==> src/rtl/wb_pkg.sv <==
// Shared types and helpers for the write-back / memory-access stage:
// FSM states, result-select and access-size encodings, byte-lane helpers.
package wb_pkg;

    typedef enum logic [1:0] {
        ST_IDLE = 2'd0,
        ST_REQ  = 2'd1,
        ST_WAIT = 2'd2
    } state_e;

    typedef enum logic [2:0] {
        SEL_ALU   = 3'd0,
        SEL_SHIFT = 3'd1,
        SEL_LOGIC = 3'd2,
        SEL_LOAD  = 3'd3,
        SEL_SLT   = 3'd4,
        SEL_SLTU  = 3'd5,
        SEL_UIMM  = 3'd6,
        SEL_ZERO  = 3'd7
    } sel_e;

    typedef enum logic [1:0] {
        SZ_B = 2'd0,
        SZ_H = 2'd1,
        SZ_W = 2'd2
    } size_e;

    // Raw size field: 2 and 3 both mean a full word.
    function automatic size_e decode_size(input logic [1:0] raw);
        case (raw)
            2'd0:    decode_size = SZ_B;
            2'd1:    decode_size = SZ_H;
            default: decode_size = SZ_W;
        endcase
    endfunction

    function automatic logic [3:0] byte_en(input size_e sz, input logic [1:0] off);
        case (sz)
            SZ_B:    byte_en = 4'b0001 << off;
            SZ_H:    byte_en = off[1] ? 4'b1100 : 4'b0011;
            default: byte_en = 4'b1111;
        endcase
    endfunction

    function automatic logic [31:0] replicate(input size_e sz, input logic [31:0] d);
        case (sz)
            SZ_B:    replicate = {4{d[7:0]}};
            SZ_H:    replicate = {2{d[15:0]}};
            default: replicate = d;
        endcase
    endfunction

    function automatic logic misaligned(input size_e sz, input logic [1:0] off);
        case (sz)
            SZ_H:    misaligned = off[0];
            SZ_W:    misaligned = (off != 2'b00);
            default: misaligned = 1'b0;
        endcase
    endfunction

endpackage

==> src/rtl/wb_stage_ld_align.sv <==
// Load lane extraction: picks the byte/half lane out of the read word and
// sign- or zero-extends it to 32 bits.
module ld_align
    import wb_pkg::*;
(
    input  logic [31:0] rdata,
    input  logic [1:0]  addr,
    input  size_e       size,
    input  logic        sgn,
    output logic [31:0] data
);

    logic [7:0]  lane_b;
    logic [15:0] lane_h;

    // NOTE: every always_comb output gets a default first so no path leaves it unassigned (no latch).
    always_comb begin
        lane_b = rdata[{addr, 3'b000} +: 8];
        lane_h = addr[1] ? rdata[31:16] : rdata[15:0];
        data   = rdata;
        case (size)
            SZ_B:    data = {{24{sgn & lane_b[7]}}, lane_b};
            SZ_H:    data = {{16{sgn & lane_h[15]}}, lane_h};
            default: data = rdata;
        endcase
    end

endmodule

==> src/rtl/wb_stage.sv <==
// Write-back stage: retires ALU-class results in one cycle, runs loads/stores
// over a req/gnt/rvalid data-memory port. Optional feature: MISALIGN_TRAP_EN.
module wb_stage
    import wb_pkg::*;
(
    input  logic        CLK,
    input  logic        rst_n,
    input  logic        in_valid,
    output logic        in_ready,
    input  logic [2:0]  RegMuxS,
    input  logic [31:0] ALURes,
    input  logic [31:0] ShiftRes,
    input  logic [31:0] LogicRes,
    input  logic [31:0] StoreData,
    input  logic [19:0] uimm,
    input  logic        SLT,
    input  logic        SLTU,
    input  logic [4:0]  rd,
    input  logic        RWE,
    input  logic        MWE,
    input  logic [1:0]  WWHBS,
    input  logic [1:0]  RWHBS,
    input  logic        LS,
    output logic        dm_req,
    output logic        dm_we,
    output logic [31:0] dm_addr,
    output logic [3:0]  dm_be,
    output logic [31:0] dm_wdata,
    input  logic        dm_gnt,
    input  logic        dm_rvalid,
    input  logic [31:0] dm_rdata,
    output logic        rf_we,
    output logic [4:0]  rf_waddr,
    output logic [31:0] rf_wdata,
    output logic        trap
);

    state_e      state_q, state_d;
    logic        rf_we_q, rf_we_d;
    logic [4:0]  rf_waddr_q, rf_waddr_d;
    logic [31:0] rf_wdata_q, rf_wdata_d;
    logic        dm_req_q, dm_req_d;
    logic        dm_we_q, dm_we_d;
    logic [31:0] dm_addr_q, dm_addr_d;
    logic [3:0]  dm_be_q, dm_be_d;
    logic [31:0] dm_wdata_q, dm_wdata_d;

    // Load context held across the memory handshake.
    logic [4:0]  rd_q, rd_d;
    logic        ls_q, ls_d;
    size_e       size_q, size_d;
    logic [1:0]  off_q, off_d;

    logic        accept;
    logic        is_load;
    logic        is_store;
    logic        misalign;
    size_e       acc_size;
    logic [31:0] alu_result;
    logic [31:0] ld_data;

    assign in_ready = (state_q == ST_IDLE);
    assign accept   = in_valid && in_ready;
    assign is_load  = (RegMuxS == SEL_LOAD) && RWE;
    assign is_store = MWE && !is_load;
    assign acc_size = decode_size(is_load ? RWHBS : WWHBS);

`ifdef MISALIGN_TRAP_EN
    assign misalign = misaligned(acc_size, ALURes[1:0]);
`else
    assign misalign = 1'b0;
`endif

    always_comb begin
        alu_result = 32'h0;
        case (RegMuxS)
            SEL_ALU:   alu_result = ALURes;
            SEL_SHIFT: alu_result = ShiftRes;
            SEL_LOGIC: alu_result = LogicRes;
            SEL_SLT:   alu_result = {31'b0, SLT};
            SEL_SLTU:  alu_result = {31'b0, SLTU};
            SEL_UIMM:  alu_result = {uimm, 12'b0};
            default:   alu_result = 32'h0;
        endcase
    end

    ld_align u_ld_align (
        .rdata (dm_rdata),
        .addr  (off_q),
        .size  (size_q),
        .sgn   (ls_q),
        .data  (ld_data)
    );

    always_comb begin
        state_d    = state_q;
        rf_we_d    = 1'b0;
        rf_waddr_d = rf_waddr_q;
        rf_wdata_d = rf_wdata_q;
        dm_req_d   = dm_req_q;
        dm_we_d    = dm_we_q;
        dm_addr_d  = dm_addr_q;
        dm_be_d    = dm_be_q;
        dm_wdata_d = dm_wdata_q;
        rd_d       = rd_q;
        ls_d       = ls_q;
        size_d     = size_q;
        off_d      = off_q;

        case (state_q)
            ST_IDLE: begin
                if (accept) begin
                    if (is_load || is_store) begin
                        if (!misalign) begin
                            state_d    = ST_REQ;
                            dm_req_d   = 1'b1;
                            dm_we_d    = is_store;
                            dm_addr_d  = {ALURes[31:2], 2'b00};
                            dm_be_d    = byte_en(acc_size, ALURes[1:0]);
                            dm_wdata_d = is_store ? replicate(acc_size, StoreData) : dm_wdata_q;
                            rd_d       = rd;
                            ls_d       = LS;
                            size_d     = acc_size;
                            off_d      = ALURes[1:0];
                        end
                    end else begin
                        rf_we_d    = RWE && (rd != 5'd0);
                        rf_waddr_d = rd;
                        rf_wdata_d = alu_result;
                    end
                end
            end
            ST_REQ: begin
                if (dm_gnt) begin
                    dm_req_d = 1'b0;
                    dm_we_d  = 1'b0;
                    state_d  = dm_we_q ? ST_IDLE : ST_WAIT;
                end
            end
            ST_WAIT: begin
                if (dm_rvalid) begin
                    rf_we_d    = (rd_q != 5'd0);
                    rf_waddr_d = rd_q;
                    rf_wdata_d = ld_data;
                    state_d    = ST_IDLE;
                end
            end
            default: state_d = ST_IDLE;
        endcase
    end

    // NOTE: sequential state uses non-blocking assignments so every flop samples pre-edge values.
    always_ff @(posedge CLK or negedge rst_n) begin
        if (!rst_n) begin
            state_q    <= ST_IDLE;
            rf_we_q    <= 1'b0;
            rf_waddr_q <= 5'd0;
            rf_wdata_q <= 32'h0;
            dm_req_q   <= 1'b0;
            dm_we_q    <= 1'b0;
            dm_addr_q  <= 32'h0;
            dm_be_q    <= 4'h0;
            dm_wdata_q <= 32'h0;
            rd_q       <= 5'd0;
            ls_q       <= 1'b0;
            size_q     <= SZ_B;
            off_q      <= 2'b00;
        end else begin
            state_q    <= state_d;
            rf_we_q    <= rf_we_d;
            rf_waddr_q <= rf_waddr_d;
            rf_wdata_q <= rf_wdata_d;
            dm_req_q   <= dm_req_d;
            dm_we_q    <= dm_we_d;
            dm_addr_q  <= dm_addr_d;
            dm_be_q    <= dm_be_d;
            dm_wdata_q <= dm_wdata_d;
            rd_q       <= rd_d;
            ls_q       <= ls_d;
            size_q     <= size_d;
            off_q      <= off_d;
        end
    end

`ifdef MISALIGN_TRAP_EN
    logic trap_q;

    always_ff @(posedge CLK or negedge rst_n) begin
        if (!rst_n) begin
            trap_q <= 1'b0;
        end else begin
            trap_q <= accept && (is_load || is_store) && misalign;
        end
    end

    assign trap = trap_q;
`else
    assign trap = 1'b0;
`endif

    assign rf_we    = rf_we_q;
    assign rf_waddr = rf_waddr_q;
    assign rf_wdata = rf_wdata_q;
    assign dm_req   = dm_req_q;
    assign dm_we    = dm_we_q;
    assign dm_addr  = dm_addr_q;
    assign dm_be    = dm_be_q;
    assign dm_wdata = dm_wdata_q;

endmodule
==> config.mk <==
export PLATFORM = sky130hd
export DESIGN_NAME = wb_stage
export DESIGN_NICKNAME = d
export VERILOG_FILES = /design/src/rtl/wb_pkg.sv /design/src/rtl/wb_stage_ld_align.sv /design/src/rtl/wb_stage.sv
export SDC_FILE = /design/constraint.sdc
export NUM_CORES = 1
export LEC_CHECK = 0
export CAP_MARGIN = 20
export CORE_ASPECT_RATIO = 0.6
export CORE_MARGIN = 2
export CORE_UTILIZATION = 38
export DETAILED_ROUTE_END_ITERATION = 12
export GPL_TIMING_DRIVEN = 0
export PLACE_DENSITY = 0.78
export SKIP_LAST_GASP = 1
export SYNTH_ARGS = -nofsm -noshare
export SYNTH_HDL_FRONTEND = slang
export SYNTH_SLANG_ARGS = --single-unit
export TNS_END_PERCENT = 5
==> constraint.sdc <==
create_clock -name CLK -period 1.6 [get_ports CLK]
set_input_delay 0.16 -clock CLK [delete_from_list [all_inputs] [get_ports CLK]]
set_output_delay 0.16 -clock CLK [all_outputs]
set_load 0.02 [all_outputs]
After elaboration in Yosys (flattened, before gate mapping)
Index checks and enable logic that the tools add are counted.

Word-level logic and storage cells: 86. Input bits: 202. Flip-flop bits (word level): 118. Output and inout port bits: 110.

Reductions and logical operators: 20. Equality and inequality tests: 16. Muxes and demuxes: 33. Bitwise operators: 2. Shift operators: 2.

Operators by type and width (count): 32-bit one-hot mux with 2 select lines (3); 32-bit one-hot mux with 6 select lines (1); 32-bit two-way mux (3); 32-bit by 6-bit indexed part select with 8-bit output (1); 16-bit two-way mux (1); 4-bit AND reduction (4); 5-bit two-way mux (3); 2-bit two-way mux (6); 5-bit one-hot mux with 2 select lines (1); 5-bit nonzero test (2); 3-bit == test, second input constant (3); 2-bit by 1-bit == test with 1-bit output, second input constant (4); 2-bit logical NOT (4); 1-bit two-way mux (8); 4-bit one-hot mux with 2 select lines (1); 3-bit by 2-bit == test with 1-bit output, second input constant (2); 2-bit inequality test, second input constant (3); 1-bit one-hot mux with 2 select lines (3); 2-bit one-hot mux with 3 select lines (1); 1-bit logical AND (4); 4-bit two-way mux (1); 2-bit by 1-bit inequality test with 1-bit output, second input constant (2); 2-bit one-hot mux with 2 select lines (1); 2-bit nonzero test (2); 8 further kinds (9).

Logic depth before layout (Yosys ltp)
Gate-level depths: netlist (run 1).

Depth after elaboration: 8. Depth in mapped cells: 7. Mapped depth without buffers: 4.

Modules after synthesis
From an unflattened synthesis (run 1), not the netlist that was laid out.

Cell total of the unflattened synthesis: 742. Area total of the unflattened synthesis: 6872.8 µm².

Modules (own cells, without submodules): wb_stage (seq. area each 2952.8 µm², area each 6167.2 µm², times used 1, cells each 619); ld_align (seq. area each 0.0 µm², area each 705.7 µm², times used 1, cells each 123).

Least setup slack after synthesis (run 1)
No wires, ideal clock.

Path kind: register to register. Start: register off_q[1]. End: register rf_wdata_q[10] (netlist: rf_wdata[10]). Library setup time: 0.128 ns. Buffers on the path: 1. Period minus slack after synthesis: 1.609 ns. Setup slack: -0.009 ns. Data arrival time: 1.481 ns. Stages on the path, launching flop included: 6. Data required time: 1.472 ns. Path through: dfrtp_1 > buf_6 > mux4_2 > a211o_4 > o2111ai_1 > a21oi_1.

Longest elaborated chain between the ends: 5. Elaborated cells between the ends (all ways): 6. Those cells by class: shift (1); mux (4); bitwise (1).

Ends and longest elaborated chain: start, declared (line wb_stage.sv:52) `logic [1:0] off_q, off_d;`; start signal, assigned (line wb_stage.sv:167) `off_q <= 2'b00;`; start signal, assigned (line wb_stage.sv:181) `off_q <= off_d;`; 32-bit by 6-bit indexed part select with 8-bit output (line wb_stage_ld_align.sv:18) `lane_b = rdata[{addr, 3'b000} +: 8];`; 1-bit AND (line wb_stage_ld_align.sv:22) `SZ_B: data = {{24{sgn & lane_b[7]}}, lane_b};`; 32-bit one-hot mux with 2 select lines * (line wb_stage_ld_align.sv:21) `case (size)`; 32-bit two-way mux * (line wb_stage.sv:141) `if (dm_rvalid) begin`; 32-bit one-hot mux with 2 select lines * (line wb_stage.sv:110) `case (state_q)`; end signal, assigned (line wb_stage.sv:172) `rf_wdata_q <= rf_wdata_d;`; end, declared (line wb_stage.sv:41) `logic [31:0] rf_wdata_q, rf_wdata_d;`.

Mark *: on every way between the ends. The rest lies on a longest branch, timed or not. The select of a mux whose other input is x is not followed. A chain may end at the register's enable or synchronous reset.

Worst setup path in the final report (run 1)
Start: input port WWHBS[0]. End: register dm_wdata_q[8] (netlist: dm_wdata[8]).

Longest elaborated chain between the ends: 5. Elaborated cells between the ends (all ways): 7. Those cells by class: eq/ne (2); mux (3); reduce/logical (2).

Ends and longest elaborated chain: start, declared (line wb_stage.sv:21) `input logic [1:0] WWHBS,`; 2-bit two-way mux * (line wb_stage.sv:66) `assign acc_size = decode_size(is_load ? RWHBS : WWHBS);`; 2-bit by 1-bit == test with 1-bit output / 2-bit logical NOT (equally long branches) (line wb_pkg.sv:30) `case (raw)`; 2-bit one-hot mux with 2 select lines * (line wb_pkg.sv:30); 2-bit by 1-bit == test with 1-bit output / 2-bit logical NOT (equally long branches) (line wb_pkg.sv:46) `case (sz)`; 32-bit one-hot mux with 2 select lines * (line wb_pkg.sv:46); end signal, assigned (line wb_stage.sv:177) `dm_wdata_q <= dm_wdata_d;`; end, declared (line wb_stage.sv:46) `logic [31:0] dm_wdata_q, dm_wdata_d;`.

Mark *: on every way between the ends. The rest lies on a longest branch, timed or not.

==> results_dict.tcl, run 1 <==
set metrics [dict create \
    die_area_sq_um 19040 \
    crit_path_end "dm_wdata[8]" \
    power_frac_comb 0.486 \
    grt_max_degree 87 \
    syn_area_per_cell_sq_um 9.077 \
    p_per_area_nw_per_um2 1598 \
    fin_skew_ns 0.007902 \
    p_leak_nw 4.798 \
    power_frac_clock 0.232 \
    sequentialPowerShare 0.282 \
    core_area_sq_um 17310 \
    dpl.hpwl_um 22530 \
    worst-path-buf-inv 1 \
    syn2layout_area_growth_pct 65.91 \
    synth_xor_area_frac 0 \
    cp_data_required_time_ns 1.89 \
    cp.arrival_ns 2.08 \
    max-cap-violations 0 \
    cts_inserted_buffers 17 \
    ir_drop_uv 1019 \
    outcome "finished with violations" \
    synth_top_family_by_area "compound AO/OA/AOI/OAI gates" \
    antenna_found_initial 2 \
    slowest_stage "nor2_1" \
    synthCells 750 \
    grt_pass1_vias 7390 \
    yosys.area_share.simple 0.1884 \
    overflow 0 \
    die_height_um 107.7 \
    grtUsageTotal 0.3056 \
    grt_pass1_wl_um 43390 \
    synth_flop_cell "dfrtp_1" \
    io_pins 312 \
    wire_per_inst_um 21.95 \
    clockBufferDepth 2 \
    drt_iter0_markers 730 \
    synth-edff-count 0 \
    synthAdderAreaFrac 0 \
    nets 1297 \
    p_int_mw 11.04 \
    slew_viol_final 0 \
    drtAntennaViolNets 0 \
    crit_path_start_kind "primary input" \
    startpoint "WWHBS[0]" \
    setup_ws_ns -0.1905 \
    die_w_um 176.8 \
    synth_top_area_frac 0.4337 \
    drc 0 \
    hp-class "in -> async" \
    path_max_fanout 9 \
    fmax_ghz 0.5585 \
    critPathKind "in -> reg" \
    post_dp_cell_area_sq_um 10200 \
    setup_viol 110 \
    period_minus_slack_ns 1.791 \
    hold_viol 0 \
    end_kind "register" \
    path_delay_family "simple AND/OR/NAND/NOR gates" \
    crit_path_max_incr_delay_ns 0.68 \
    synth_area_leaders "dfrtp_1 43%, nand2_1 9.4%, mux2i_1 6.9%" \
    cts-root-buf "clkbuf_16" \
    cts_tree "yes" \
    synth_compound_area_frac 0.2149 \
    yosys_register_bits 118 \
    cts.clk_slew.worst_paths_ns 0.06 \
    numPlacedInstances 1293 \
    layout.cells.non_filler 1343 \
    final_util 0.6523 \
    std_cell_rows 37 \
    cts.sinks 118 \
    tns_ns -7.699 \
    dr.pass1.iters 7 \
    drt_wl_total_um 29480 \
    p_sw_mw 7.002 \
    synth_mux_area_frac 0.1077 \
    rsz0062_at_grt "yes" \
    pre_cts_ws_ns -0.7525 \
    cp.depth 5 \
    initial_utilization 0.3932 \
    r2r_start "off_q[1]" \
    vias 7483 \
    worstRegToRegCells 5 \
    drive_above_1_share 0.1534 \
    io_buffer_count 306 \
    synth_cell_type_count 58 \
    avgViaCountPerCell 5.572 \
    syn_area_sq_um 6808 \
    synth-seq-area-share 0.4337 \
    stdcell_area_sq_um 11290 \
    clock_latency_ns 0.41 \
    yosysWarnings 0 \
    gp_congestion 0.9496 \
    htreeDepth 4 \
    failed_checks "negative setup slack" \
    post-route-period-util 1.119 \
    final_common_cell "clkdlybuf4s50_1" \
    async_flop_share 1.000 \
    rrSetupSlack_ns -0.17 \
    final_cell_mix "302 x clkdlybuf4s50_1, 168 x nand2_1, 116 x dfrtp_1, 45 x mux2i_1, 43 x o21ai_0" \
    tightest_slew_ns 0.7865 \
    relSlewSlack 0.4738 \
    sw_frac_of_total 0.3880 \
    r2r-end "rf_wdata[11]" \
    crit_chain "clkdlybuf4s50_1 -> nor2_1 -> mux2i_4 -> mux2i_1 -> o21ai_1" \
    yosys.area.top_type "dfrtp_1" \
]
==> worst min-delay path by stage <==
stage	endpoint	slack [ns]	cells after the start	from
after floorplan	dm_addr[10]	-0.14	0	rst_n
after global placement	dm_addr[15]	0.46	2	dm_addr[15]
after detailed placement	dm_wdata[3]	0.07	1	rst_n
after CTS	dm_wdata[3]	0.20	2	rst_n
after global routing	dm_wdata[3]	0.24	2	rst_n
final	dm_wdata[3]	0.20	2	rst_n
==> per-stage QoR <==
step | power (mW) | hold slack [ns]
after floorplan | 9.086 | -0.1356
after global routing | 18.91 | 0.2393
after detailed placement | 13.24 | 0.07322
final | 18.05 | 0.2047
after global placement | 13.10 | 0.4575
after CTS | 17.67 | 0.2047
==> synth_stat cells, drive strengths merged, types with 8 or more instances <==
cell type / number
mux2: 17
nor3b: 9
mux2i: 48
a22oi: 25
a21oi: 41
o2111ai: 8
o2bb2ai: 12
dfrtp: 118
nor2: 40
a31oi: 23
nand2: 171
o22a: 11
clkbuf: 18
buf: 48
o221ai: 12
nor2b: 18
o21ai: 47
==> area by class of cell <==
type	instances	area, sq um
Timing Repair Buffer	325	3259
Multi-Input combinational cell	564	3699
Clock buffer	19	442.9
Sequential cell	118	2955
Tap cell	234	292.8
Antenna cell	1	2.502
Buffer	65	431.7
Inverter	4	15.01
Clock inverter	13	196.4
Fill cell	1451	6020
==> cells by family (layout without fill, tap and decap cells) <==
| family | count (synthesis) | count (layout) |
|---|---|---|
| AOI/OAI and AO/OA | 215 | 215 |
| buffers and inverters | 70 | 426 |
| DFF | 118 | 118 |
| muxes | 67 | 67 |
| other | 1 | 4 |
| and+or+nand+nor | 279 | 279 |
==> registers in the layout, indices dropped and copies added (netlist names), 2 cells and up <==
name	cells
state_q	2
dm_be	4
dm_addr	30
rd_q	5
rf_waddr	5
size_q	2
dm_wdata	32
rf_wdata	32
off_q	2
==> metal layers <==
layer / share of wire / wire length (um) / track usage
met5: 0.00037 / 11 / 0
met4: 0.012 / 362 / 0.06257
met3: 0.10 / 2989 / 0.09569
met2: 0.43 / 12580 / 0.4528
met1: 0.46 / 13530 / 0.4368
==> what timing repair did <==
action                                  CTS  global route
cloned                                    1             3
gates resized for setup                  30            66
hold buffers                              1             0
setup buffers                             9             4
endpoints found under the setup margin  113           127
pin swaps                                 7            10
endpoints found under the hold margin    32             0
==> power by group through the flow <==
stage	sequential [mW]	combinational, mW	clock (mW)
after detailed placement	5.08	8.16	0
final	5.09	8.77	4.19
after global routing	5.23	9.32	4.36
after floorplan	6.42	2.66	0
after global placement	5.06	8.05	0
after CTS	5.07	8.38	4.22
(Power assumes the default switching activity.)
==> inputs of run 2 (changes only) <==
--- a/config.mk
+++ b/config.mk
@@ -6,11 +6,12 @@
 export NUM_CORES = 1
 export LEC_CHECK = 0
+export ABC_AREA = 1
 export CAP_MARGIN = 20
 export CORE_ASPECT_RATIO = 0.6
 export CORE_MARGIN = 2
-export CORE_UTILIZATION = 38
+export CORE_UTILIZATION = 39
 export DETAILED_ROUTE_END_ITERATION = 12
 export GPL_TIMING_DRIVEN = 0
-export PLACE_DENSITY = 0.78
+export PLACE_DENSITY = 0.79
 export SKIP_LAST_GASP = 1
 export SYNTH_ARGS = -nofsm -noshare
==> constraint.sdc (replaced) <==
create_clock -name CLK -period 1.6 [get_ports CLK]
set_input_delay 0.24 -clock CLK [delete_from_list [all_inputs] [get_ports CLK]]
set_output_delay 0.24 -clock CLK [all_outputs]
set_load 0.02 [all_outputs]
==> run 2 against run 1 <==
Synthesized cell count rose by 39%. Count of clock-buffer cells in the layout fell by 2. Sequential power rose by 0.8%. Utilization fell by 1.4 points. Routed wire length rose by 8.1%. Clock skew rose by 0.00052 ns. The flow still finishes with violations (negative setup slack). Fmax rose by 6.9%. Combinational power rose by 4.1%. Clock power fell by 5.5%. Sequential share of layout area fell by 0.33 points.
==> results_dict.tcl, run 2 <==
set metrics [dict create \
    synthCells 1040 \
    ir_drop_uv 855.0 \
    final-seq-area_sq_um 2958 \
    wire_per_inst_um 19.50 \
    cts.clk_slew.worst_paths_ns 0.07 \
    setup_ws_ns -0.07434 \
    crit_path_end "dm_addr[13]" \
    hold_viol 0 \
    drt_wl_total_um 31870 \
    synth_cell_type_count 32 \
    cts-root-buf "clkbuf_16" \
    dr.pass1.iters 7 \
    p_leak_nw 5.399 \
    drc 0 \
    die_w_um 177.8 \
    max-cap-violations 0 \
    gp_congestion 1.025 \
    crit_path_max_incr_delay_ns 0.65 \
    total_power_mw 18.22 \
    worst-path-buf-inv 1 \
    cp_data_required_time_ns 1.36 \
    clockBufferDepth 2 \
    avgViaCountPerCell 5.331 \
    io_buffer_count 307 \
    failed_checks "negative setup slack" \
    drt_iter0_markers 1080 \
    drtAntennaViolNets 0 \
    antenna_found_initial 1 \
    critPathKind "reg -> out" \
    htreeDepth 4 \
    synth_top_area_frac 0.4179 \
    tightest_slew_ns 0.6145 \
    syn_area_sq_um 7066 \
    post_dp_cell_area_sq_um 10480 \
    yosys.area.top_type "dfrtp_1" \
    async_flop_share 1.000 \
    r2r_start "state_q[1]" \
    crit_path_start_kind "register" \
    path_max_fanout 2 \
    slowest_stage "clkdlybuf4s50_1" \
    drt-met1-wl_um 14830 \
    path_delay_family "buffers and inverters" \
    yosys_register_bits 118 \
    multi_input_area_sq_um 3806 \
    nets 1582 \
    die_area_sq_um 19240 \
    vias 8711 \
    p_per_area_nw_per_um2 1592 \
    drive_above_1_share 0.1177 \
    synth-seq-area-share 0.4179 \
    outcome "finished with violations" \
    fmax_ghz 0.5973 \
    slew_viol_final 0 \
    cp.depth 1 \
    rsz0062_at_grt "yes" \
    end_kind "primary output" \
    synth_most_common_cell "nand2_1" \
    top_layer "met4" \
    relSlewSlack 0.5903 \
    period_minus_slack_ns 1.674 \
    io_pins 312 \
    synth_flop_cell "dfrtp_1" \
    final_common_cell "nand2_1" \
    rrSetupSlack_ns -0.04 \
    layout.cells.non_filler 1634 \
    yosysWarnings 0 \
    grt_pass1_vias 7876 \
    syn_area_per_cell_sq_um 6.794 \
    initial_utilization 0.3942 \
    grtUsageTotal 0.3248 \
    setup_viol 118 \
    cp.arrival_ns 1.43 \
    synthTopCellsByCount "406 x nand2_1, 118 x dfrtp_1, 113 x nand3_1" \
    clock_latency_ns 0.41 \
    grt_max_degree 96 \
    numPlacedInstances 1590 \
    cts_tree "yes" \
    synth-edff-count 0 \
    core_area_sq_um 17920 \
    num-fill-cells 1597 \
    dpl.hpwl_um 25060 \
    grt_pass1_wl_um 46160 \
    wl_met2_um 12720 \
    post-route-period-util 1.046 \
    final_cell_mix "399 x nand2_1, 301 x clkdlybuf4s50_1, 114 x dfrtp_1, 112 x nand3_1, 94 x nor2_1" \
    die_height_um 108.3 \
    pre_cts_ws_ns -0.8045 \
    stdcell_area_sq_um 11450 \
    fin_skew_ns 0.008417 \
    cts.sinks 118 \
    cts_inserted_buffers 17 \
    std_cell_rows 38 \
    dr_wl_met3_um 3769 \
    r2r-end "rd_q[0]" \
    worstRegToRegCells 6 \
    startpoint "dm_addr[13]" \
    overflow 0 \
    synth_area_leaders "dfrtp_1 42%, nand2_1 22%, nand3_1 8.0%" \
    crit_chain "clkdlybuf4s50_1" \
    syn2layout_area_growth_pct 62.03 \
    hp-class "in -> async" \
    hold_ws_ns 0.2516 \
]
-- run 2: cell types whose count changed in the layout (fill, tap and decap cells not counted), moves of 21 or more --
cell	delta
o21ai_1	+21
nand3_1	+108
a22oi_1	-24
inv_1	+25
nand2_1	+231
nor2_1	+55
nand4_1	+44
mux2i_1	-45
-- run 2: power breakdown --
group          internal, mW  leakage, nW  switching [mW]
sequential             4.30         1.42           0.826
clock                  2.34        0.289            1.62
combinational          3.99         3.69            5.14
total                  10.6         5.40            7.59
-- run 2: layer usage --
metal  GRT usage  up-vias
met4     0.07670        0
li1            -     4085
met1      0.4951     4066
met3      0.1143       43
met2      0.4308      517
met5           0        -
-- run 2: how the worst min path moves through the flow --
| stage | from | endpoint | slack [ns] | cells after the start |
|---|---|---|---|---|
| 6_report | rst_n | rf_waddr[2] | 0.25 | 2 |
| 5_1_grt | rst_n | rf_waddr[2] | 0.27 | 2 |
| 4_1_cts | rst_n | rf_waddr[2] | 0.25 | 2 |
| 3_5_place_dp | rst_n | rf_waddr[2] | 0.11 | 1 |
| 3_3_place_gp | dm_addr[13] | dm_addr[13] | 0.46 | 2 |
| 2_1_floorplan | rst_n | dm_addr[10] | -0.06 | 0 |
-- run 2: kinds of logic (layout without fill, tap and decap cells) --
logic type	count (synthesis)	count (layout)	synth area share
other cells	1	4	0.0005307
buf+inv	109	460	0.07260
flops	118	118	0.4179
simple gates	698	698	0.4261
compound gates	114	114	0.08288
-- run 2: area by class of cell --
cell class | count | share of cell area
Clock inverter | 15 | 0.01475
Tap cell | 240 | 0.02623
Clock buffer | 17 | 0.03716
Buffer | 68 | 0.03661
Sequential cell | 118 | 0.2584
Inverter | 40 | 0.01421
Timing Repair Buffer | 320 | 0.2800
Antenna cell | 1 | 0.0002186
Multi-Input combinational cell | 815 | 0.3325
-- run 2: timing repair --
item                                   CTS  global route
pin swaps                                5             8
hold buffers                             1             0
endpoints found under the hold margin   23             0
buffers inserted                         3             8
resized for setup                       49            44
setup endpoints to repair              222           214
-- run 2: per-stage QoR --
stage / util / setup TNS, ns
after floorplan: - / 0
after global placement: 0.5831 / -592.90
after detailed placement: 0.5847 / -67.43
after CTS: 0.6277 / -3.302
after global routing: 0.6386 / -11.21
final: 0.6387 / -2.622
